$ cat config.mk
export PLATFORM = sky130hd
export DESIGN_NAME = disc_clk_gen
export DESIGN_NICKNAME = d
export VERILOG_FILES = /design/src/rtl/disc_pkg.sv /design/src/rtl/disc_clk_gen.sv
export SDC_FILE = /design/constraint.sdc
export NUM_CORES = 1
export LEC_CHECK = 0
export ABC_CLOCK_PERIOD_IN_PS = 1310
export CAP_MARGIN = 5
export CELL_PAD_IN_SITES_DETAIL_PLACEMENT = 1
export CELL_PAD_IN_SITES_GLOBAL_PLACEMENT = 2
export CORE_ASPECT_RATIO = 1.4
export CORE_MARGIN = 2
export CORE_UTILIZATION = 25
export CTS_CLUSTER_DIAMETER = 60
export DETAILED_ROUTE_END_ITERATION = 7
export PLACE_DENSITY = 0.75
export SLEW_MARGIN = 0
export SYNTH_ARGS = -nofsm -noshare
export SYNTH_HDL_FRONTEND = slang
export SYNTH_SLANG_ARGS = --single-unit
$ cat constraint.sdc
create_clock -name CLK_DRV -period 1.31 [get_ports CLK_DRV]
set_input_delay 0.3275 -clock CLK_DRV [delete_from_list [all_inputs] [get_ports CLK_DRV]]
set_output_delay 0.3275 -clock CLK_DRV [all_outputs]
set_load 0.01 [all_outputs]
$ cat src/rtl/disc_pkg.sv
// Shared types and helpers for the discrete clock generator.
package disc_pkg;

  typedef enum logic [1:0] {
    StIdle,
    StHigh,
    StLow
  } disc_state_e;

  // Half-period counter width; at least one bit even when HALF_PERIOD is 1.
  function automatic int unsigned hc_width(input int unsigned half_period);
    return (half_period > 1) ? $clog2(half_period) : 1;
  endfunction

endpackage

$ cat src/rtl/disc_clk_gen.sv
// Discrete clock generator: divides CLK_DRV into a 50% duty CLK_OUT with
// edge strobes and a wrapping falling-edge counter.
// Define DISC_CLK_GEN_RISE_EN to generate the RISE strobe; otherwise RISE is 0.
module disc_clk_gen
  import disc_pkg::*;
#(
  parameter int unsigned HALF_PERIOD = 4,
  parameter int unsigned CNT_W       = 4
) (
  input  logic             CLK_DRV,
  input  logic             RST_N,
  input  logic             ENA,
  input  logic             SYNC_N,
  output logic             CLK_OUT,
  output logic             CLK_OUT_N,
  output logic             FALL,
  output logic             RISE,
  output logic [CNT_W-1:0] CNT,
  output logic             TC
);

  localparam int unsigned    HcW    = hc_width(HALF_PERIOD);
  localparam logic [HcW-1:0] HcLast = HcW'(HALF_PERIOD - 1);

  disc_state_e      state_q, state_d;
  logic [HcW-1:0]   hc_q, hc_d;
  logic [CNT_W-1:0] cnt_q, cnt_d;
  logic             fall_q, fall_d;
  logic             clk_q, clk_d;

  // Next-state logic: SYNC_N restart overrides the normal phase sequencing.
  always_comb begin
    state_d = state_q;
    hc_d    = hc_q;
    cnt_d   = cnt_q;
    fall_d  = 1'b0;
    if (!SYNC_N) begin
      state_d = ENA ? StHigh : StIdle;
      hc_d    = '0;
      cnt_d   = '0;
    end else begin
      unique case (state_q)
        StIdle: begin
          hc_d = '0;
          if (ENA) state_d = StHigh;
        end
        StHigh: begin
          if (!ENA) begin
            state_d = StIdle;
            hc_d    = '0;
          end else if (hc_q == HcLast) begin
            state_d = StLow;
            hc_d    = '0;
            fall_d  = 1'b1;
            cnt_d   = cnt_q + CNT_W'(1);
          end else begin
            hc_d = hc_q + HcW'(1);
          end
        end
        StLow: begin
          // A low phase always runs to completion; ENA only picks what follows.
          if (hc_q == HcLast) begin
            state_d = ENA ? StHigh : StIdle;
            hc_d    = '0;
          end else begin
            hc_d = hc_q + HcW'(1);
          end
        end
        default: begin
          state_d = StIdle;
          hc_d    = '0;
        end
      endcase
    end
    // Output clock is registered so it cannot glitch on state decoding.
    clk_d = (state_d != StLow);
  end

  // State, counters and registered outputs with synchronous reset.
  always_ff @(posedge CLK_DRV) begin
    if (!RST_N) begin
      state_q <= StIdle;
      hc_q    <= '0;
      cnt_q   <= '0;
      fall_q  <= 1'b0;
      clk_q   <= 1'b1;
    end else begin
      state_q <= state_d;
      hc_q    <= hc_d;
      cnt_q   <= cnt_d;
      fall_q  <= fall_d;
      clk_q   <= clk_d;
    end
  end

`ifdef DISC_CLK_GEN_RISE_EN
  logic rise_q, rise_d;

  // Rise strobe marks the natural end of a low phase only.
  always_comb begin
    rise_d = SYNC_N && (state_q == StLow) && (hc_q == HcLast);
  end

  // Rise strobe register, cleared by reset.
  always_ff @(posedge CLK_DRV) begin
    if (!RST_N) begin
      rise_q <= 1'b0;
    end else begin
      rise_q <= rise_d;
    end
  end

  assign RISE = rise_q;
`else
  assign RISE = 1'b0;
`endif

  assign CLK_OUT   = clk_q;
  assign CLK_OUT_N = ~clk_q;
  assign FALL      = fall_q;
  assign CNT       = cnt_q;
  assign TC        = &cnt_q;

endmodule

## Word level (Yosys, flattened, before mapping)

Index checks and enable logic that the tools add are counted.

- Bits in registers: 10

- $add $sub $neg: 2
- Equal/unequal tests: 4
- Mux-type cells: 11
- Bitwise logic cells: 1
- Reductions and logical operators: 5

Operators by type and width:

| kind | number |
|---|---|
| $mux W2 | 7 |
| $reduce_and A4 Y1 | 2 |
| $pmux W2 S3 | 1 |
| $add A4 B1 Y4 const B | 1 |
| $eq A2 B2 Y1 const B | 2 |
| $pmux W2 S2 | 1 |
| $reduce_and A3 Y1 | 1 |
| $add A2 B1 Y2 const B | 1 |
| $eq A2 B1 Y1 const B | 1 |
| $logic_not A2 Y1 | 1 |
| $mux W1 | 2 |
| $ne A2 B2 Y1 const B | 1 |
| $reduce_and A2 Y1 | 1 |
| $not A1 Y1 | 1 |

## Longest topological paths before layout

Gate-level depths: netlist of run 1.

- Depth in word-level cells: 6
- Depth in mapped cells: 5

## Worst setup path after synthesis of run 1

OpenSTA, ideal clock, no wires.

- Path kind: reg-to-reg
- Start point: reg hc_q[0]
- End point: reg clk_q (netlist: CLK_OUT)
- Library setup time: 133 ps
- Data arrival time: 1204 ps
- Data required time: 1177 ps
- Setup slack: -27 ps
- Cell stages (with the launch flop): 5
- Path buffers: 0
- Cells stage by stage: dfxtp_1 ha_1 mux2_2 a211oi_2 o211ai_1

- Cells in the longest elaborated chain, start to end: 6
- Elaborated cells on any way between the ends: 7
- Those cells by class: 2 x eq/ne; 5 x mux

Ends and longest elaborated chain:

| element | line | RTL |
|---|---|---|
| start: declaration | disc_clk_gen.sv:26 | `logic [HcW-1:0] hc_q, hc_d;` |
| start signal: assignment | disc_clk_gen.sv:83 | `hc_q <= '0;` |
| start signal: assignment | disc_clk_gen.sv:89 | `hc_q <= hc_d;` |
| $eq A2 B2 Y1 (*) | disc_clk_gen.sv:51, disc_clk_gen.sv:62 |  |
| $mux W2 | disc_clk_gen.sv:51 | `end else if (hc_q == HcLast) begin` |
| $mux W2 | disc_clk_gen.sv:48 | `if (!ENA) begin` |
| $pmux W2 S3 (*) | disc_clk_gen.sv:42 | `unique case (state_q)` |
| $mux W2 (*) | disc_clk_gen.sv:37 | `if (!SYNC_N) begin` |
| $ne A2 B2 Y1 (*) | disc_clk_gen.sv:76 | `clk_d = (state_d != StLow);` |
| end signal: assignment | disc_clk_gen.sv:92 | `clk_q <= clk_d;` |
| end: declaration | disc_clk_gen.sv:29 | `logic clk_q, clk_d;` |

Every way passes the cells marked *; elsewhere a longest branch is shown, timed or not.
A chain may end at the register's enable or synchronous reset.

## Final worst setup path of run 1

- Start point: reg cnt_q[1] (netlist: CNT[1])
- End point: out TC

- Cells in the longest elaborated chain, start to end: 1

Ends and longest elaborated chain:

| element | line | RTL |
|---|---|---|
| start: declaration | disc_clk_gen.sv:27 | `logic [CNT_W-1:0] cnt_q, cnt_d;` |
| start signal: assignment | disc_clk_gen.sv:90 | `cnt_q <= cnt_d;` |
| $reduce_and A4 Y1 | disc_clk_gen.sv:122 | `assign TC = &cnt_q;` |
| end: declaration | disc_clk_gen.sv:19 | `output logic TC` |

Every way passes these cells.

==> results of run 1 <==
-- report_power, final --
group | internal, uW | switching [uW]
combinational | 37.0 | 32.7
clock | 169 | 111
sequential | 303 | 4.90
total | 509 | 148
-- kinds of logic (layout without fill, tap and decap cells) --
logic type,Yosys count,count (layout),share of synthesized area
AO/OA/AOI/OAI,8,8,0.1028
XOR/XNOR,2,2,0.03272
adder cells (fa/ha/maj),7,7,0.1635
buffers and inverters,4,34,0.03505
flip-flops,10,10,0.3738
multiplexers,2,2,0.03972
other,1,1,0.007003
AND/OR/NAND/NOR,23,23,0.2454
-- final cells by class --
cell class	count	area (um^2)
clock buffer	4	36.28
fill	242	1124
inverter	3	11.26
multi-input combinational	43	375.4
sequential	10	214.0
tap	21	26.28
timing repair buffer	27	210.2
-- critical path: stages, from the launching register on --
cell and delay, ns:
dfxtp_2 0.35, ha_4 0.14, and3_4 0.16, buf_6 0.09
-- metrics by stage --
step           utilization  instances  instance area, um^2  total power [uW]  hold WS, ns
3_5_place_dp        0.3904        103                779.5             383.6       0.4610
6_report            0.4373        108                873.3             657.5       0.4677
3_3_place_gp        0.3904        103                779.5             381.7       0.4445
4_1_cts             0.4211        107                840.8             674.1       0.4658
2_1_floorplan            -         57                538.0             349.3       0.4351
5_1_grt             0.4373        108                873.3             697.4       0.4782
-- metal layers --
metal | up-vias | GRT usage | part of all wire | wire [um]
li1 | 258 | - | - | -
met1 | 238 | 0.1295 | 0.41 | 553
met2 | 12 | 0.2175 | 0.52 | 708
met3 | 4 | 0.01840 | 0.034 | 46
met4 | 0 | 0.09091 | 0.033 | 45
met5 | - | 0 | 0 | 0
-- repair_timing --
| action | CTS | global route |
|---|---|---|
| pin swaps | 2 | 5 |
| resized for setup | 25 | 12 |
| gates cloned | 0 | 0 |
| buffers inserted | 0 | 1 |
| hold buffers | 0 | 0 |
| setup endpoints to repair | 11 | 8 |
-- flip-flops by register name (all words and copies together), names as in the netlist --
register  count
FALL          1
state_q       2
CNT           4
CLK_OUT       1
hc_q          2
-- cell usage in the layout, fill, tap and decap left out, drive strengths merged, types with 2 or more instances in the layout --
master         synthesis  layout
buf                    1      17
dfxtp                 10      10
ha                     7       7
clkbuf                 0       7
nor2                   6       6
dlygate4sd2            0       5
inv                    3       3
nand3                  3       3
nand2                  2       2
a21oi                  2       2
nand2b                 2       2
o21a                   2       2
nand3b                 2       2
xor2                   2       2
clkdlybuf4s50          0       2
o21ai                  2       2
-- worst paths after layout --
| check | slack [ns] | startpoint | cells past startpoint | to |
|---|---|---|---|---|
| setup / recovery | -0.03 | CNT[1]$_SDFFE_PN0P_ | 3 | TC |
| hold / removal | 0.47 | hc_q[0]$_SDFF_PN0_ | 1 | hc_q[0]$_SDFF_PN0_ |
| setup reg to reg | 0.03 | hc_q[0]$_SDFF_PN0_ | 4 | CLK_OUT$_SDFF_PN1_ |
| hold reg to reg | 0.47 | hc_q[0]$_SDFF_PN0_ | 1 | hc_q[0]$_SDFF_PN0_ |
==> impl_summary.log, run 1 <==
[metrics] WP data required: 0.98 ns
[metrics] pwr dens: 752.9 nW/um^2
[metrics] share of layout cells above drive strength 1: 0.4483
[metrics] vias in the first global route: 520
[metrics] initial antenna violation count: 0
[metrics] NumNets Final: 99
[metrics] die area: 2533 um^2
[metrics] floorplan die width: around 43 um
[metrics] wire length of the first global-routing pass: 2263 um
[metrics] count of input and output buffers: 11
[metrics] maximum clock frequency: 745.1 MHz
[metrics] Syn Nets: 68
[metrics] sequential-to-total area share from yosys stat: 0.3738
[metrics] setup-violating endpoint count in the final report: 1
[metrics] overall via count from detail_route: just over 500
[metrics] Yosys top cell area share: 0.3738
[metrics] Initial DRC Count: 4
[metrics] leakage power figure: about 0.00039 uW
[metrics] highest fanout seen on the critical path: 2
[metrics] number of I/O pins: 13
[metrics] pin count of the biggest net entering global routing: 9
[metrics] worst setup skew after layout: a little over 0.003 ns
[metrics] kind of start point of the critical path: register
[metrics] IR drop worst, VDD: 625.6 uV
[metrics] standard-cell row count: 19
[metrics] final hold violation count: 0
[metrics] number of enable-type register cells in the synthesized netlist: 0
[metrics] crit path time final: 1.342 ns
[metrics] post-DR vias/cell: roughly 4.7
[metrics] antenna diode instance count: 0
[metrics] H-tree depth: 1
[metrics] DIE HEIGHT: 58.76 um
[metrics] final weighted congestion of routability-driven global placement: 0.8398
[metrics] clock tree root driver cell: clkbuf_4
[metrics] most frequent cell after synthesis: dfxtp_1
[metrics] CP arrival: 1.01 ns
[metrics] Hold/Removal Path Class: reg -> reg
[metrics] failing checks: setup timing
[metrics] total CTS buffers: 3
[metrics] DRC: 0
[metrics] Layout Area Growth over Synthesis: 63.08%
[metrics] remaining global-route overflow: 0
[metrics] clock-pin slew on the worst setup and hold paths: 0.07 ns
[metrics] post-synthesis instance total: 57
[metrics] largest area contributor in the synthesized netlist: dfxtp_1
[metrics] Synth warnings: 0
[metrics] effective utilization at floorplan: 0.2682
[metrics] Cell variety after synth: 28
[metrics] post-synthesis sequential element count: 10
[metrics] Total GRT Usage: 0.1234
[metrics] Max Cap Viol: 0
[metrics] CTS tree: built
[metrics] Synth async-reset ratio: 0
[metrics] placed wire-length estimate after detailed placement: about 1100 um
[metrics] prevailing post-synth register cell: dfxtp_1
[metrics] status: complete, but fails checks
[metrics] most frequent cells after synthesis: 10 x dfxtp_1, 7 x ha_1, 6 x nor2_1, 3 x inv_1
[metrics] area of the core: 1997 um^2
[metrics] setup repair after global routing missed its margin: yes
[metrics] number of search-and-repair iterations in the first detailed-routing pass: 4
[metrics] fin crit share: 1.024
[metrics] number of slew-limit violations in the final report: 0
[metrics] number of sinks handled by clock tree synthesis: 10
[metrics] cells taking the most area after synthesis: dfxtp_1 37%, ha_1 16%, nor2_1 4.2%, xor2_1 3.3%, nand3b_1 2.8%
[metrics] worst path setup slack after routing: -0.03205 ns
[metrics] antenna-violating nets left: 0
[metrics] largest buffer count on any clock path: 2
[metrics] pre-CTS setup slack: -0.3420 ns
[metrics] detailed-route wire length: about 1400 um
[metrics] CP endpoint kind: primary output
[metrics] post-route setup TNS: -0.03205 ns
[metrics] WS Path Type: reg -> out
[metrics] routed wire length per instance: 12.54 um
[metrics] syn_area_per_cell: approximately 9.4 um^2
[metrics] latest clock arrival within the worst-skew pair: about 0.27 ns
[metrics] Post-Syn Area: 535.5 um^2
Power figures use the tool's default switching activity.
==> run 2, diff against run 1 <==
--- a/config.mk
+++ b/config.mk
@@ -5,16 +5,17 @@
 export SDC_FILE = /design/constraint.sdc
 export NUM_CORES = 1
 export LEC_CHECK = 0
+export ABC_AREA = 1
 export ABC_CLOCK_PERIOD_IN_PS = 1310
 export CAP_MARGIN = 5
 export CELL_PAD_IN_SITES_DETAIL_PLACEMENT = 1
 export CELL_PAD_IN_SITES_GLOBAL_PLACEMENT = 2
 export CORE_ASPECT_RATIO = 1.4
 export CORE_MARGIN = 2
-export CORE_UTILIZATION = 25
-export CTS_CLUSTER_DIAMETER = 60
+export CORE_UTILIZATION = 23
+export CTS_CLUSTER_DIAMETER = 100
 export DETAILED_ROUTE_END_ITERATION = 7
-export PLACE_DENSITY = 0.75
+export PLACE_DENSITY = 0.74
 export SLEW_MARGIN = 0
 export SYNTH_ARGS = -nofsm -noshare
 export SYNTH_HDL_FRONTEND = slang
==> impl_summary.log, run 2 <==
[metrics] Core Util, Final: 0.3614 (-0.07598)
[metrics] total CTS buffers: 3 (unchanged)
[metrics] count of input and output buffers: 11 (unchanged)
[metrics] footprint of the flip-flops and latches: 206.4 um^2 (-3.5%)
[metrics] Post-Syn Area: 540.5 um^2 (+0.93%)
[metrics] fin crit share: 1.044 (+0.01945)
[metrics] remaining global-route overflow: 0 (unchanged)
[metrics] standard-cell row count: 20 (+1)
[metrics] pre-CTS setup slack: -0.2574 ns (+0.08460 ns)
[metrics] H-tree depth: 1 (unchanged)
[metrics] Synth warnings: 0 (unchanged)
[metrics] Synth async-reset ratio: 0 (unchanged)
[metrics] standard cell area after detailed placement: 738.2 um^2 (-5.3%)
[metrics] post-synthesis instance total: 68 (+19%)
[metrics] logic gate share of total power: 0.092 (-0.014)
[metrics] Total GRT Usage: 0.1160 (-0.007439)
[metrics] final hold violation count: 0 (unchanged)
[metrics] effective utilization at floorplan: 0.2455 (-0.02272)
[metrics] initial antenna violation count: 0 (unchanged)
[metrics] most common cell after layout, fill and taps aside: buf_4
[metrics] Syn Nets: 79 (+16%)
[metrics] CP top delay family: flip-flops
[metrics] setup repair after global routing missed its margin: yes
[metrics] net switching share of the total power: 0.2354 (+0.009806)
[metrics] largest buffer count on any clock path: 2 (unchanged)
[metrics] highest fanout seen on the critical path: 2 (unchanged)
[metrics] worst path setup slack after routing: -0.05752 ns (-0.02548 ns)
[metrics] leakage power figure: 0.0003984 uW (+2.8%)
[metrics] CTS tree: built
[metrics] most frequent cell after synthesis: nand2_1
[metrics] largest area contributor in the synthesized netlist: dfxtp_1
[metrics] worst setup skew after layout: 0.002728 ns (-0.0003879 ns)
[metrics] floorplan die width: 44.97 um (+4.3%)
[metrics] maximum clock frequency: 731.2 MHz (-1.9%)
[metrics] DRC: 0 (unchanged)
[metrics] DIE HEIGHT: 61.36 um (+4.4%)
[metrics] share of layout cells above drive strength 1: 0.3656 (-0.08268)
[metrics] number of slew-limit violations in the final report: 0 (unchanged)
[metrics] prevailing post-synth register cell: dfxtp_1
[metrics] post-synthesis sequential element count: 10 (unchanged)
[metrics] NumNets Final: 105 (+6.1%)
[metrics] sequential-to-total area share from yosys stat: 0.3704 (-0.003461)
[metrics] number of I/O pins: 13 (unchanged)
[metrics] post-DR vias/cell: 4.661 (-1.7%)
[metrics] Post-Layout Cell Count: 115 (+6.5%)
[metrics] series of cell instances along the critical path: ha_4, nand2_4, nor2_2, buf_2
[metrics] most frequent cells after synthesis: 11 x nand2_1, 10 x dfxtp_1, 10 x inv_1, 7 x ha_1
[metrics] status: complete, but fails checks
[metrics] detailed-route wire length: 1398 um (+3.2%)
[metrics] syn_area_per_cell: 7.949 um^2 (-15%)
[metrics] sequential cell fraction of total power: 0.470 (about the same)
[metrics] vias in the first global route: 549 (+5.6%)
[metrics] Yosys top cell area share: 0.3704 (-0.003461)
[metrics] placed wire-length estimate after detailed placement: 1165 um (+9.0%)
[metrics] number of buffer and inverter stages on the critical path: 1 (unchanged)
[metrics] Max Cap Viol: 0 (unchanged)
[metrics] number of sinks handled by clock tree synthesis: 10 (unchanged)
[metrics] clock network fraction of total power: 0.438 (+0.013)
[metrics] IR drop worst, VDD: 201.7 uV (-68%)
[metrics] most frequent cells in the layout: 11 x buf_4, 10 x inv_1, 10 x nand2_1
[metrics] final weighted congestion of routability-driven global placement: 0.7460 (-11%)
[metrics] antenna diode instance count: 0 (unchanged)
[metrics] wire length of the first global-routing pass: 2263 um (unchanged)
[metrics] area of the core: 2202 um^2 (+10%)
[metrics] crit path time final: 1.368 ns (+0.02548 ns)
[metrics] number of buffers added to fix hold violations after cts: 0 (unchanged)
[metrics] Cell variety after synth: 22 (-21%)
[metrics] kind of start point of the critical path: register
[metrics] WP data required: 0.98 ns (about the same)
[metrics] Placed Instances: 109 (+5.8%)
[metrics] largest stage delay on the critical path: 0.36 ns (about the same)
[metrics] total area of multi-input combinational cells: 316.6 um^2 (-16%)
[metrics] cells taking the most area after synthesis: dfxtp_1 37%, ha_1 16%, nand2_1 7.6%, inv_1 6.9%, nand3_1 3.7%
[metrics] overall via count from detail_route: 536 (+4.7%)
[metrics] Cell Int Power: 505.4 uW (-0.74%)
[metrics] Hold/Removal Path Class: reg -> reg
[metrics] die area: 2759 um^2 (+8.9%)
[metrics] max reg flops: 4 (unchanged)
[metrics] setup-violating endpoint count in the final report: 1 (unchanged)
[metrics] Initial DRC Count: 6 (+2)
[metrics] # fillers: 264 (+9.1%)
[metrics] clock tree root driver cell: clkbuf_4
[metrics] number of enable-type register cells in the synthesized netlist: 0 (unchanged)
[metrics] antenna-violating nets left: 0 (unchanged)
[metrics] CP endpoint kind: primary output
[metrics] WS Path Type: reg -> out
[metrics] failing checks: setup timing
[metrics] Layout Area Growth over Synthesis: 47.22%
[metrics] power spent charging and discharging nets: 155.6 uW (+4.9%)
[metrics] routed wire length per instance: 12.16 um (-3.0%)
[metrics] CP arrival: 1.04 ns (+0.03 ns)
[metrics] overall power of the completed layout: 661.0 uW (+0.53%)
[metrics] Design Area, Final: 795.8 um^2 (-8.9%)
[metrics] CP max stage cell: dfxtp_2
[metrics] clock-pin slew on the worst setup and hold paths: 0.07 ns (about the same)
[metrics] number of search-and-repair iterations in the first detailed-routing pass: 4 (unchanged)
[metrics] latest clock arrival within the worst-skew pair: 0.27 ns (about the same)
[metrics] pin count of the biggest net entering global routing: 7 (-2)
[metrics] pwr dens: 830.6 nW/um^2 (+10%)
## run 2: cell types whose count changed in the layout (fill, tap and decap cells not counted), moves of 3 or more
cell     before  now
nand2_1       2   10
inv_1         3   10
buf_4        16   11
ha_4          4    1
nor2_1        6    3
## run 2: final cells by class
type	count	share of cell area
clock buffers	4	0.04560
inverters	11	0.05189
flip-flops and latches	10	0.2594
multi-input cells	46	0.3978
repair buffers	22	0.2107
well taps	22	0.03459
## run 2: metal layers
metal / global-route usage / vias up / routed length (um)
met4: 0.08824 / 0 / 33
met3: 0.01760 / 4 / 48
met5: 0 / - / 0
met1: 0.1085 / 253 / 544
met2: 0.2184 / 12 / 772
li1: - / 267 / -
## run 2: cell families (layout without fill, tap and decap cells)
logic type,count (synthesis),after routing,synth area share
AO/OA/AOI/OAI,11,11,0.1157
XOR/XNOR,1,1,0.01621
adder cells (fa/ha/maj),7,7,0.1620
buffers and inverters,12,37,0.09028
flip-flops,10,10,0.3704
other,1,1,0.006938
AND/OR/NAND/NOR,26,26,0.2384
## run 2: worst paths after layout
path | startpoint | slack [ns] | cells after the start | end
min | hc_q[0]$_SDFF_PN0_ | 0.47 | 1 | hc_q[0]$_SDFF_PN0_
max reg2reg | state_q[1]$_SDFF_PN0_ | 0.09 | 7 | CNT[2]$_SDFFE_PN0P_
min reg2reg | hc_q[0]$_SDFF_PN0_ | 0.47 | 1 | hc_q[0]$_SDFF_PN0_
max | CNT[1]$_SDFFE_PN0P_ | -0.06 | 4 | TC
## run 2: worst register-to-register path: stages (launching register included)
cell and delay (ns):
dfxtp_2 0.36, inv_1 0.06, ha_1 0.20, nand2_2 0.09
inv_2 0.06, buf_4 0.13, a31oi_1 0.15, nor2_1 0.06
## run 2: power by group through the flow
stage | combinational, uW | sequential (uW) | clock [uW]
6_report | 60.7 | 311 | 289
5_1_grt | 69.1 | 311 | 314
4_1_cts | 61.5 | 310 | 302
3_5_place_dp | 61.4 | 317 | 0
3_3_place_gp | 60.5 | 317 | 0
2_1_floorplan | 31.8 | 316 | 0
## run 2: timing repair
| action | in CTS | in global routing |
|---|---|---|
| buffers inserted | 0 | 2 |
| pin swaps | 0 | 3 |
| setup endpoints to repair | 8 | 8 |
| gates resized for setup | 17 | 12 |
## run 2: per-stage QoR
stage | hold WS (ns) | TNS, ns
4_1_cts | 0.4775 | -0.1281
5_1_grt | 0.4913 | -0.1142
6_report | 0.4736 | -0.05752
2_1_floorplan | 0.4210 | 0
3_5_place_dp | 0.4666 | -1.758
3_3_place_gp | 0.4486 | -1.401
==> run 3, diff against run 2 <==
--- a/config.mk
+++ b/config.mk
@@ -16,6 +16,7 @@
 export CTS_CLUSTER_DIAMETER = 100
 export DETAILED_ROUTE_END_ITERATION = 7
 export PLACE_DENSITY = 0.74
+export SKIP_LAST_GASP = 1
 export SLEW_MARGIN = 0
 export SYNTH_ARGS = -nofsm -noshare
 export SYNTH_HDL_FRONTEND = slang
==> impl_summary.log, run 3 (synthesized netlist as in run 2, its figures left out) <==
[metrics] Total GRT Usage: 0.1147 (-0.001258)
[metrics] routed wire length per instance: 12.17 um (+0.14%)
[metrics] number of cells traversed by the worst hold path: 1 (unchanged)
[metrics] Max Cap Viol: 0 (unchanged)
[metrics] worst hold path endpoint: hc_q[0]$_SDFF_PN0_
[metrics] DIE HEIGHT: 61.36 um (unchanged)
[metrics] worst reg2reg path depth: 7 (unchanged)
[metrics] number of sinks handled by clock tree synthesis: 10 (unchanged)
[metrics] kind of start point of the critical path: register
[metrics] remaining global-route overflow: 0 (unchanged)
[metrics] Layout Area Growth over Synthesis: 47.69%
[metrics] Hold Crit Start: hc_q[0]$_SDFF_PN0_
[metrics] vias in the first global route: 551 (+0.36%)
[metrics] Hold/Removal Path Class: reg -> reg
[metrics] largest stage delay on the critical path: 0.36 ns (about the same)
[metrics] status: complete, but fails checks
[metrics] CTS tree: built
[metrics] share of layout cells above drive strength 1: 0.3656 (unchanged)
[metrics] highest fanout seen on the critical path: 2 (unchanged)
[metrics] setup-violating endpoint count in the final report: 1 (unchanged)
[metrics] number of buffer and inverter stages on the critical path: 1 (unchanged)
[metrics] number of buffers added to fix hold violations after cts: 0 (unchanged)
[metrics] H-tree depth: 1 (unchanged)
[metrics] most frequent cells in the layout: 11 x buf_4, 10 x inv_1, 10 x nand2_1
[metrics] total CTS buffers: 3 (unchanged)
[metrics] initial antenna violation count: 0 (unchanged)
[metrics] detailed-route wire length: 1400 um (+0.14%)
[metrics] CP top delay family: flip-flops
[metrics] final hold violation count: 0 (unchanged)
[metrics] pin count of the biggest net entering global routing: 7 (unchanged)
[metrics] antenna-violating nets left: 0 (unchanged)
[metrics] number of search-and-repair iterations in the first detailed-routing pass: 4 (unchanged)
[metrics] largest buffer count on any clock path: 2 (unchanged)
[metrics] standard-cell row count: 20 (unchanged)
[metrics] clock tree root driver cell: clkbuf_4
[metrics] end of the worst register-to-register path: CNT[2]$_SDFFE_PN0P_
[metrics] setup repair after global routing missed its margin: yes
[metrics] startpoint of the lowest-slack register-to-register path: state_q[1]$_SDFF_PN0_
[metrics] pwr dens: 827.6 nW/um^2 (-0.37%)
[metrics] crit path time final: 1.368 ns (unchanged)
[metrics] slack of the worst reg-to-reg path: 0.09 ns (about the same)
[metrics] leakage power figure: 0.0004076 uW (+2.3%)
[metrics] number of slew-limit violations in the final report: 0 (unchanged)
[metrics] area of the core: 2202 um^2 (unchanged)
[metrics] effective utilization at floorplan: 0.2455 (unchanged)
[metrics] max reg flops: 4 (unchanged)
[metrics] count of input and output buffers: 11 (unchanged)
[metrics] failing checks: setup timing
[metrics] most common cell after layout, fill and taps aside: buf_4
[metrics] NumNets Final: 105 (unchanged)
[metrics] overall via count from detail_route: 535 (-0.19%)
[metrics] fin crit share: 1.044 (unchanged)
[metrics] maximum clock frequency: 731.2 MHz (unchanged)
[metrics] final weighted congestion of routability-driven global placement: 0.7460 (unchanged)
[metrics] series of cell instances along the critical path: ha_4, nand2_4, nor2_2, buf_2
[metrics] wire length of the first global-routing pass: 2242 um (-0.93%)
[metrics] Core Util, Final: 0.3625 (+0.001136)
[metrics] post-DR vias/cell: 4.652 (-0.19%)
[metrics] WP data required: 0.98 ns (about the same)
[metrics] Initial DRC Count: 6 (unchanged)
[metrics] placed wire-length estimate after detailed placement: 1165 um (unchanged)
[metrics] worst path setup slack after routing: -0.05752 ns (unchanged)
[metrics] DRC: 0 (unchanged)
[metrics] CP arrival: 1.04 ns (about the same)
[metrics] clock-pin slew on the worst setup and hold paths: 0.07 ns (about the same)
[metrics] antenna diode instance count: 0 (unchanged)
[metrics] IR drop worst, VDD: 201.7 uV (about the same)
[metrics] CP max stage cell: dfxtp_2
[metrics] WS Path Type: reg -> out
[metrics] CP endpoint kind: primary output
[metrics] die area: 2759 um^2 (unchanged)
[metrics] latest clock arrival within the worst-skew pair: 0.27 ns (about the same)
[metrics] worst setup skew after layout: 0.002728 ns (unchanged)
[metrics] floorplan die width: 44.97 um (unchanged)
[metrics] # fillers: 265 (+0.38%)
[metrics] number of I/O pins: 13 (unchanged)
[metrics] overall power of the completed layout: 660.6 uW (about the same)
==> run 3: cell types whose count changed in the layout (fill, tap and decap cells not counted), sizes merged <==
cell and change:
dlymetal6s2s +1, clkdlybuf4s50 -1
==> run 3: area by class of cell <==
type,instances,area (um^2),share of cell area
repair buffers,22,170.2,0.2132
clock buffers,4,36.28,0.04545
inverters,11,41.29,0.05172
multi-input cells,46,316.6,0.3966
flip-flops and latches,10,206.4,0.2586
well taps,22,27.53,0.03448
==> run 3: stage by stage <==
stage          hold WS, ns  area [um^2]  setup TNS (ns)  std cells  setup slack, ns
6_report            0.4736        798.3        -0.05752        115         -0.05752
5_1_grt             0.4913        798.3         -0.1142        115          -0.1142
4_1_cts             0.4775        774.5         -0.2398        113          -0.2398
3_5_place_dp        0.4666        738.2          -1.758        109          -0.2574
3_3_place_gp        0.4486        738.2          -1.401        109          -0.1970
2_1_floorplan       0.4210        540.5               0         68           0.1502
==> run 3: repair_timing <==
| action | CTS | global route |
|---|---|---|
| pin swaps | 0 | 3 |
| endpoints found under the setup margin | 8 | 8 |
| cloned | 0 | 0 |
| setup buffers | 0 | 2 |
| resized for setup | 15 | 15 |
==> run 3: metal layers <==
metal  vias to the layer above  GRT usage  wire, um
met5                         -          0         0
met4                         0    0.08824        33
met3                         4    0.01760        48
met2                        12     0.2163       772
met1                       252     0.1066       546
li1                        267          -         -
==> run 3: worst max-delay path by stage <==
stage | start | to | slack, ns | depth (start not counted)
finish | CNT[1]$_SDFFE_PN0P_ | TC | -0.06 | 4
global route | CNT[1]$_SDFFE_PN0P_ | TC | -0.11 | 4
CTS | CNT[1]$_SDFFE_PN0P_ | TC | -0.24 | 4
detailed placement | CNT[0]$_SDFFE_PN0P_ | TC | -0.26 | 4
global placement | CNT[0]$_SDFFE_PN0P_ | TC | -0.20 | 4
floorplan | state_q[1]$_SDFF_PN0_ | CNT[3]$_SDFFE_PN0P_ | 0.15 | 8
==> run 3: where the power goes <==
part | internal [uW] | switching (uW) | leakage [uW]
clock network | 169 | 120 | 0.0000210
registers | 307 | 4.02 | 0.0000832
logic | 29.2 | 31.1 | 0.000303
